**src/rtl/uart_tx_if.sv**
```systemverilog
// Byte push port of the UART transmitter: valid/ready handshake with one data byte.
// The sender drives valid/data and holds them until ready is seen at a rising edge.
interface uart_tx_if;
  logic       tx_valid;
  logic [7:0] tx_data;
  logic       tx_ready;

  modport master (output tx_valid, output tx_data, input  tx_ready);
  modport slave  (input  tx_valid, input  tx_data, output tx_ready);
endinterface

```
**src/rtl/uart_tx.sv**
```systemverilog
// Buffered 8N1 UART transmitter: byte FIFO in front of a start/data/stop
// serialiser with a baud divisor derived from the system clock frequency.
module uart_tx #(
  parameter int CLK_FREQ_MHZ   = 50,
  parameter int UART_BAUD_RATE = 115200,
  parameter int FIFO_DEPTH     = 8
) (
  input  logic                          clk,
  input  logic                          rst_n,
  uart_tx_if.slave                      tx,
  output logic                          tx_busy,
  output logic [$clog2(FIFO_DEPTH):0]   fifo_count,
  output logic                          uart_txd
);

  localparam int DIV = (CLK_FREQ_MHZ * 1000000) / UART_BAUD_RATE;
  localparam int CW  = (DIV > 1) ? $clog2(DIV) : 1;
  localparam int AW  = $clog2(FIFO_DEPTH);

  localparam logic [CW-1:0] DIV_M1   = CW'(DIV - 1);
  localparam logic [AW:0]   FULL_CNT = (AW+1)'(FIFO_DEPTH);

  typedef enum logic [1:0] {
    S_IDLE,
    S_START,
    S_DATA,
    S_STOP
  } state_t;

  // ---------------- FIFO ----------------
  logic [7:0]    mem [FIFO_DEPTH];
  logic [AW-1:0] wr_ptr, rd_ptr;
  logic [AW:0]   count;
  logic          push, pop, non_empty;

  // Ready and emptiness come from the registered count only, so a byte pushed
  // into an empty FIFO is never popped in the same cycle.
  assign tx.tx_ready = (count != FULL_CNT);
  assign non_empty   = (count != '0);
  assign push        = tx.tx_valid && tx.tx_ready;

  always_ff @(posedge clk) begin
    if (push) mem[wr_ptr] <= tx.tx_data;
  end

  always_ff @(posedge clk or negedge rst_n) begin
    if (!rst_n) begin
      wr_ptr <= '0;
      rd_ptr <= '0;
      count  <= '0;
    end else begin
      if (push) wr_ptr <= wr_ptr + AW'(1);
      if (pop)  rd_ptr <= rd_ptr + AW'(1);
      case ({push, pop})
        2'b10:   count <= count + (AW+1)'(1);
        2'b01:   count <= count - (AW+1)'(1);
        default: count <= count;
      endcase
    end
  end

  // ---------------- serialiser ----------------
  state_t        state_q, state_d;
  logic [CW-1:0] baud_q, baud_d;
  logic [2:0]    idx_q, idx_d;
  logic [7:0]    shift_q, shift_d;
  logic          txd_q, txd_d;
  logic          wrap;

  assign wrap = (baud_q == DIV_M1);

  always_ff @(posedge clk or negedge rst_n) begin
    if (!rst_n) begin
      state_q <= S_IDLE;
      baud_q  <= '0;
      idx_q   <= '0;
      shift_q <= '0;
      txd_q   <= 1'b1;
    end else begin
      state_q <= state_d;
      baud_q  <= baud_d;
      idx_q   <= idx_d;
      shift_q <= shift_d;
      txd_q   <= txd_d;
    end
  end

  always_comb begin
    state_d = state_q;
    baud_d  = baud_q;
    idx_d   = idx_q;
    shift_d = shift_q;
    pop     = 1'b0;

    if (state_q != S_IDLE) baud_d = wrap ? '0 : baud_q + CW'(1);

    case (state_q)
      S_IDLE: begin
        if (non_empty) begin
          pop     = 1'b1;
          shift_d = mem[rd_ptr];
          baud_d  = '0;
          idx_d   = '0;
          state_d = S_START;
        end
      end
      S_START: begin
        if (wrap) begin
          idx_d   = '0;
          state_d = S_DATA;
        end
      end
      S_DATA: begin
        if (wrap) begin
          shift_d = {1'b0, shift_q[7:1]};
          idx_d   = idx_q + 3'd1;
          if (idx_q == 3'd7) state_d = S_STOP;
        end
      end
      S_STOP: begin
        // Chain straight into the next start bit when more bytes are queued.
        if (wrap) begin
          if (non_empty) begin
            pop     = 1'b1;
            shift_d = mem[rd_ptr];
            idx_d   = '0;
            state_d = S_START;
          end else begin
            state_d = S_IDLE;
          end
        end
      end
      default: state_d = S_IDLE;
    endcase

    // Line level is computed from the next state and registered, so the pin never glitches.
    case (state_d)
      S_START: txd_d = 1'b0;
      S_DATA:  txd_d = shift_d[0];
      default: txd_d = 1'b1;
    endcase
  end

  assign uart_txd   = txd_q;
  assign fifo_count = count;
  assign tx_busy    = non_empty || (state_q != S_IDLE);

endmodule
```
**src/flat_wrapper.sv**
```systemverilog
// flat-port wrapper written by rule: the top's interface ports become plain ports
module uart_tx_flat 
#(
  parameter int CLK_FREQ_MHZ   = 50,
  parameter int UART_BAUD_RATE = 115200,
  parameter int FIFO_DEPTH     = 8
)
  (clk, rst_n, tx_busy, fifo_count, uart_txd, tx_tx_valid, tx_tx_data, tx_tx_ready);
  uart_tx_if tx_i ();
  input  logic clk;
  input  logic rst_n;
  output logic tx_busy;
  output logic [$clog2(FIFO_DEPTH):0] fifo_count;
  output logic uart_txd;
  input wire logic [$bits(tx_i.tx_valid)-1:0] tx_tx_valid;
  input wire logic [$bits(tx_i.tx_data)-1:0] tx_tx_data;
  output wire logic [$bits(tx_i.tx_ready)-1:0] tx_tx_ready;
  assign tx_i.tx_valid = tx_tx_valid;
  assign tx_i.tx_data = tx_tx_data;
  assign tx_tx_ready = tx_i.tx_ready;
  uart_tx #(.CLK_FREQ_MHZ(CLK_FREQ_MHZ), .UART_BAUD_RATE(UART_BAUD_RATE), .FIFO_DEPTH(FIFO_DEPTH)) u_core (.clk(clk), .rst_n(rst_n), .tx(tx_i), .tx_busy(tx_busy), .fifo_count(fifo_count), .uart_txd(uart_txd));
endmodule
```
**config.mk**
```make
export PLATFORM = sky130hd
export DESIGN_NAME = uart_tx_flat
export DESIGN_NICKNAME = d
export VERILOG_FILES = /design/src/rtl/uart_tx_if.sv /design/src/rtl/uart_tx.sv /design/src/flat_wrapper.sv
export SDC_FILE = /design/constraint.sdc
export NUM_CORES = 1
export LEC_CHECK = 0
export ABC_AREA = 1
export BUFFER_PORTS_ARGS = -buffer_cell sky130_fd_sc_hd__buf_2
export CAP_MARGIN = 15
export CORE_MARGIN = 2
export CORE_UTILIZATION = 50
export CTS_CLUSTER_SIZE = 30
export DETAILED_ROUTE_END_ITERATION = 8
export MAX_ROUTING_LAYER = met4
export PLACE_DENSITY = 0.69
export SLEW_MARGIN = 10
export SYNTH_ARGS = -nofsm -noshare
export SYNTH_HDL_FRONTEND = slang
export SYNTH_SLANG_ARGS = --single-unit
```
**constraint.sdc**
```tcl
create_clock -name clk -period 2.1 [get_ports clk]
set_input_delay 0.315 -clock clk [delete_from_list [all_inputs] [get_ports clk]]
set_output_delay 0.315 -clock clk [all_outputs]
set_load 0.02 [all_outputs]
```
# Word level (Yosys, flattened, before mapping)
# Memory sizes are Yosys's and may differ from the RTL's.
# Cells that the tools add are included.
[totals] ff_bits=33 latchBits=0 ramBits=64 romBits=0 in_bits=11 output_inout_bits=7 wordCells=65 mem_count=1
[classes] addsub=6 n_mul=0 n_div=0 magnitude_cmp=0 eq_ne=13 n_shift=0 mux=27 bitwise=0 n_reduce_logical=9
[mem_list] name="u_core.mem" words=8 width=8 read_ports=1 rd_ports_with_merged_regs=0 write_ports=1 line="uart_tx.sv:31" source="logic [7:0] mem [FIFO_DEPTH];"
[op_table] cell="$mux 9" n=4
[op_table] cell="$mux 8" n=3
[op_table] cell="$pmux 8 s3" n=1
[op_table] cell="$mux 3" n=4
[op_table] cell="$pmux 3 s4" n=1
[op_table] cell="$mux 2" n=5
[op_table] cell="$add 3x1->3 const B" n=3
[op_table] cell="$add 9x1->9 const B" n=1
[op_table] cell="$eq 9x9->1 const B" n=1
[op_table] cell="$eq 2x2->1 const B" n=4
[op_table] cell="$pmux 2 s4" n=1
[op_table] cell="$pmux 4 s2" n=1
[op_table] cell="$eq 2x1->1 const B" n=3
[op_table] cell="$ne 2x1->1 const B" n=3
[op_table] cell="$reduce_and 3->1" n=2
[op_table] cell="$mux 1" n=5
[op_table] cell="$add 4x1->4 const B" n=1
[op_table] cell="$ne 4x4->1 const B" n=1
[op_table] cell="$pmux 1 s2" n=2
[op_table] cell="$reduce_bool 2->1" n=2
[op_table] cell="$reduce_bool 4->1" n=1
[op_table] cell="$sub 4x1->4 const B" n=1
[op_table] cell="$eq 3x3->1 const B" n=1
[op_table] cell="$reduce_bool 3->1" n=1
[op_table] cell="other kinds (3)" n=3

# Logic depth before layout (Yosys ltp)
[depth] depth_word=6 mapped_depth=15 depth_no_buf=15

# Worst setup path before layout
# OpenSTA, ideal clock, no wires.
[synth_timing] path_type="register to register" from="register u_core.baud_q[1]" to="register u_core.count[2], in the netlist u_core.fifo_count[2]" setup_time_ns=0.119 t_arrival_ns=2.117 required_time_ns=1.981 setup_slack_ns=-0.136 path_stages_with_launch=16 synth_period_minus_slack_ns=2.236 path_cell_list="dfrtp_1 > inv_1 > ha_1 > nand2_4 > nor2_8 > nand4_4 > nand2_4 > inv_4 > nor2_8 > ha_1 > xor2_1 > ha_1 > a21oi_1 > a21oi_1 > o21ai_0 > o21a_1"
[synth_between] elab_chain_cells=5 elab_cells_between_ends=7 cone_classes="eq/ne (3); mux (3); reduce/logical (1)"
[synth_lines] element="start, declared" line="uart_tx.sv:64" source="logic [CW-1:0] baud_q, baud_d;"
[synth_lines] element="start signal, assigned" line="uart_tx.sv:81" source="baud_q <= baud_d;"
[synth_lines] element="$eq 9x9->1 *" line="uart_tx.sv:70" source="assign wrap = (baud_q == DIV_M1);"
[synth_lines] element="$mux 1 *" line="uart_tx.sv:122" source="if (wrap) begin"
[synth_lines] element="$pmux 1 s2 *" line="uart_tx.sv:97" source="case (state_q)"
[synth_lines] element="named net u_core.pop" line="uart_tx.sv:34" source="logic push, pop, non_empty;"
[synth_lines] element="$eq 2x1->1 / $eq 2x2->1 (equally long branches)" line="uart_tx.sv:54" source="case ({push, pop})"
[synth_lines] element="$pmux 4 s2 / $reduce_bool 2->1 (equally long branches)"
[synth_lines] element="end signal, assigned" line="uart_tx.sv:55" source="2'b10: count <= count + (AW+1)'(1);"
[synth_lines] element="end signal, assigned" line="uart_tx.sv:56" source="2'b01: count <= count - (AW+1)'(1);"
[synth_lines] element="end signal, assigned" line="uart_tx.sv:57" source="default: count <= count;"
[synth_lines] element="end, declared" line="uart_tx.sv:33" source="logic [AW:0] count;"
# The timed path passes the listed nets; every way through them passes the cells marked *.
# A chain may end at the register's enable or synchronous reset.

# Final worst setup path
[layout_timing] from="register u_core.count[3], in the netlist u_core.fifo_count[3]" to="register u_core.count[3], in the netlist u_core.fifo_count[3]"
[layout_between] elab_chain_cells=6 elab_cells_between_ends=12 cone_classes="add/sub (2); eq/ne (3); mux (4); reduce/logical (3)"
[layout_lines] element="$reduce_bool 4->1 *" line="uart_tx.sv:39" source="assign non_empty = (count != '0);"
[layout_lines] element="$mux 1 *" line="uart_tx.sv:99, uart_tx.sv:123"
[layout_lines] element="$mux 1" line="uart_tx.sv:122"
[layout_lines] element="$pmux 1 s2 *" line="uart_tx.sv:97"
[layout_lines] element="named net u_core.pop" line="uart_tx.sv:34"
[layout_lines] element="$eq 2x1->1 / $eq 2x2->1 (equally long branches)" line="uart_tx.sv:54"
[layout_lines] element="$pmux 4 s2 / $reduce_bool 2->1 (equally long branches)"
# Marked as above.

==> impl_metrics.yaml <==
synthesis:
  synthArstFlopShare_pct: 34.0
  ys_ff_latch: 97
  yosys-top-cells-count: "nand2_1 (126), edfxtp_1 (64), nand3_1 (42), nor2_1 (37), dfrtp_1 (32)"
  synth_seq_area_share_pct: 59.5
  yosysWarningCount: 0
  synth-edff-count: 64
  yosysTopAreaCell: "edfxtp_1"
  syn_area_mm2: 0.00462
  ys.flop_type: "edfxtp_1"
  synthTopCellsByArea: "edfxtp_1 (42%), dfrtp_1 (17%), nand2_1 (10%)"
  netlist.area_leader.share_pct: 41.6
  synth.most_common_cell: "nand2_1"
  synth.avg_cell_area_um2: 10.3
  synth.distinct_cells: 39
  syn-num-nets: 474
  syn-instance-count: 448
flow_run:
  cap_violations: 0
timing:
  finalCritPeriodShare_pct: 99.3
  tightestPinTransition_ps: 749
  finClkSkew_ps: 9.13
  fmax_mhz: 480
  setup_violations: 0
  rsz0062_at_grt: "yes"
  drv_slew: 0
  min_period_ps: 2080
  holdWs_ps: 7.33
  setup_ws_ps: 15.7
  relSlewSlack_pct: 50.1
  hold_viol_final: 0
finish:
  diodes: 0
  area_growth_pct: 14.4
  fillers: 812
  multi_input_area_mm2: 0.00172
  drive_above_1_share_pct: 22.1
  nNetsFinal: 528
  regArea_mm2: 0.00275
global_routing:
  antenna_found_initial: 0
  grt-ovfl-total: 0
  grt_pass1_vias: 3160
  grt_pass1_wl_um: 15400
  grt_max_degree: 34
  grt_usage_pct: 20.7
die:
  dieHeight_um: 100
  io_pins: 18
  core_mm2: 0.00911
  dieWidth_um: 100
  row_count: 35
  dieArea_mm2: 0.0100
  start_util_pct: 50.7
cts:
  tritoncts: "built"
  htree_levels: 3
  clock-sinks: 97
  ctsHoldBuffers: 0
  clk_pin_slew_worst_paths_ps: 100
  clk_latency_ps: 370
  cts_root_buffer: "clkbuf_8"
  cts_buffer_depth: 2
  cts_inserted_buffers: 9
critical_path:
  r2r_start: "u_core.fifo_count[3]"
  crit_required_ps: 2360
  worstPathMaxFanout: 6
  crit_end: "u_core.fifo_count[3]"
  crit_start: "u_core.fifo_count[3]"
  r2r_slack_ps: 20
  cp-start-kind: "flip-flop"
  critical_path_arrival_ps: 2350
  critPathKind: "flip-flop to flip-flop"
  ff2ff_path_depth: 14
  endpoint_kind: "flip-flop"
  r2r-end: "u_core.fifo_count[3]"
power_and_ir_drop:
  p_leak_nw: 2.26
  peakVddDrop_mv: 0.590
  p_comb_share_pct: 46.1
  p_switching_mw: 2.99
  p_int_mw: 4.15
  powerDensity_mw_per_mm2: 1350
  clkPwrFrac_pct: 16.6
  p_sw_share_pct: 41.9
  p_seq_share_pct: 37.2
drt:
  avgRoutedWirePerCell_um: 15.2
  dr.pass1.iters: 4
  via_count: 3198
  drt_iter0_markers: 190
  via_per_inst: 5.17
  ant_nets: 0
  drc: 0
  wirelength_um: 9390
placement:
  place_ws_ps: -28.9
  gp_congestion: 0.806
  dp_hpwl_um: 6290
  port_buffers: 17
min_path:
  hold_class: "primary input to async pin"
outcome:
  status: "finished clean"
==> critical path, stage by stage, from the launching register on <==
cell and delay (ps):
dfrtp_1 430, nor2_1 140, nand2_2 140, nand2_1 140
nand2_4 70, inv_4 80, nor2_8 40, ha_4 160
buf_4 130, xnor2_1 120, inv_1 90, nand3_1 100
a21oi_1 130, o21ai_1 90, xnor2_1 120
==> layout make-up <==
| cell class | instances | area share (%) |
|---|---|---|
| Inverter | 30 | 2.37 |
| Sequential cell | 97 | 52.0 |
| Multi-Input combinational cell | 311 | 32.5 |
| Timing Repair Buffer | 53 | 6.73 |
| Clock inverter | 7 | 1.37 |
| Tap cell | 111 | 2.63 |
| Clock buffer | 9 | 2.34 |
==> worst min-delay path by stage <==
stage / to / depth (start not counted)
after global routing: u_core.fifo_count[3] / 1
after floorplan: u_core.baud_q[0] / 0
after CTS: u_core.shift_q[0] / 1
after global placement: u_core.baud_q[6] / 1
after detailed placement: u_core.baud_q[8] / 1
final: u_core.baud_q[3] / 1
==> flip-flops by register name, indices dropped and copies added, names as in the netlist <==
register           cells
u_core.mem            64
u_core.baud_q          9
u_core.shift_q         8
u_core.fifo_count      4
u_core.idx_q           3
u_core.rd_ptr          3
u_core.wr_ptr          3
u_core.state_q         2
u_core.uart_txd        1
==> cell families after synthesis <==
group                    share of synthesized area [%]
AND/OR/NAND/NOR                                   22.8
flip-flops                                        59.5
buffers and inverters                             4.14
adder cells (fa/ha/maj)                           4.06
XOR/XNOR                                          2.27
AO/OA/AOI/OAI                                     7.23
==> routing by layer <==
metal,routed length (um),vias up,share of wire (%),global-route usage (%)
li1,-,1620,-,-
met5,0,-,0,-
met1,4110,1510,44,26.0
met2,4820,56,51,33.5
met4,116,0,1.2,9.06
met3,353,12,3.8,3.41
==> cell usage in the layout (no fill, tap or decap), types with 2 or more instances in the layout <==
cell type and instances:
a21oi_1 5, a21oi_2 2, a32o_1 2, buf_2 17, buf_4 36, clkbuf_8 9, clkinvlp_4 2, dfrtp_1 32
edfxtp_1 64, ha_1 12, ha_4 2, inv_1 18, inv_2 6, inv_4 3, inv_6 2, inv_8 2
nand2_1 126, nand2_2 9, nand2_4 4, nand3_1 42, nor2_1 37, nor2_4 3, nor2_8 2, o211ai_1 2
o21ai_0 18, o21ai_1 9, o21ai_2 2, o22ai_1 11, xnor2_1 4, xor2_1 7
==> metrics by stage <==
stage / util (%) / cell area [um^2] / std cells / setup TNS (ps) / power (mW)
after floorplan: - / 4640 / 448 / -67.8 / 4.93
after global placement: 54.9 / 5000 / 594 / 0 / 5.73
after detailed placement: 54.9 / 5000 / 594 / -28.9 / 5.83
after CTS: 57.2 / 5210 / 611 / -45.0 / 7.06
after global routing: 58.0 / 5280 / 618 / -230 / 7.70
final: 58.0 / 5280 / 618 / 0 / 7.14
==> power by group through the flow <==
stage                     clock [mW]  combinational, mW  sequential (mW)
after floorplan                    0               2.18             2.75
after global placement             0               3.05             2.68
after detailed placement           0               3.12             2.70
after CTS                       1.22               3.18             2.66
after global routing            1.30               3.71             2.70
final                           1.19               3.29             2.66
==> what timing repair did <==
| action | in CTS | in global routing |
|---|---|---|
| endpoints found under the setup margin | 3 | 3 |
| pin swaps | 1 | 7 |
| gates resized for setup | 2 | 6 |
| buffers inserted | 1 | 7 |
No activity file was read; power rests on OpenSTA's default activity.
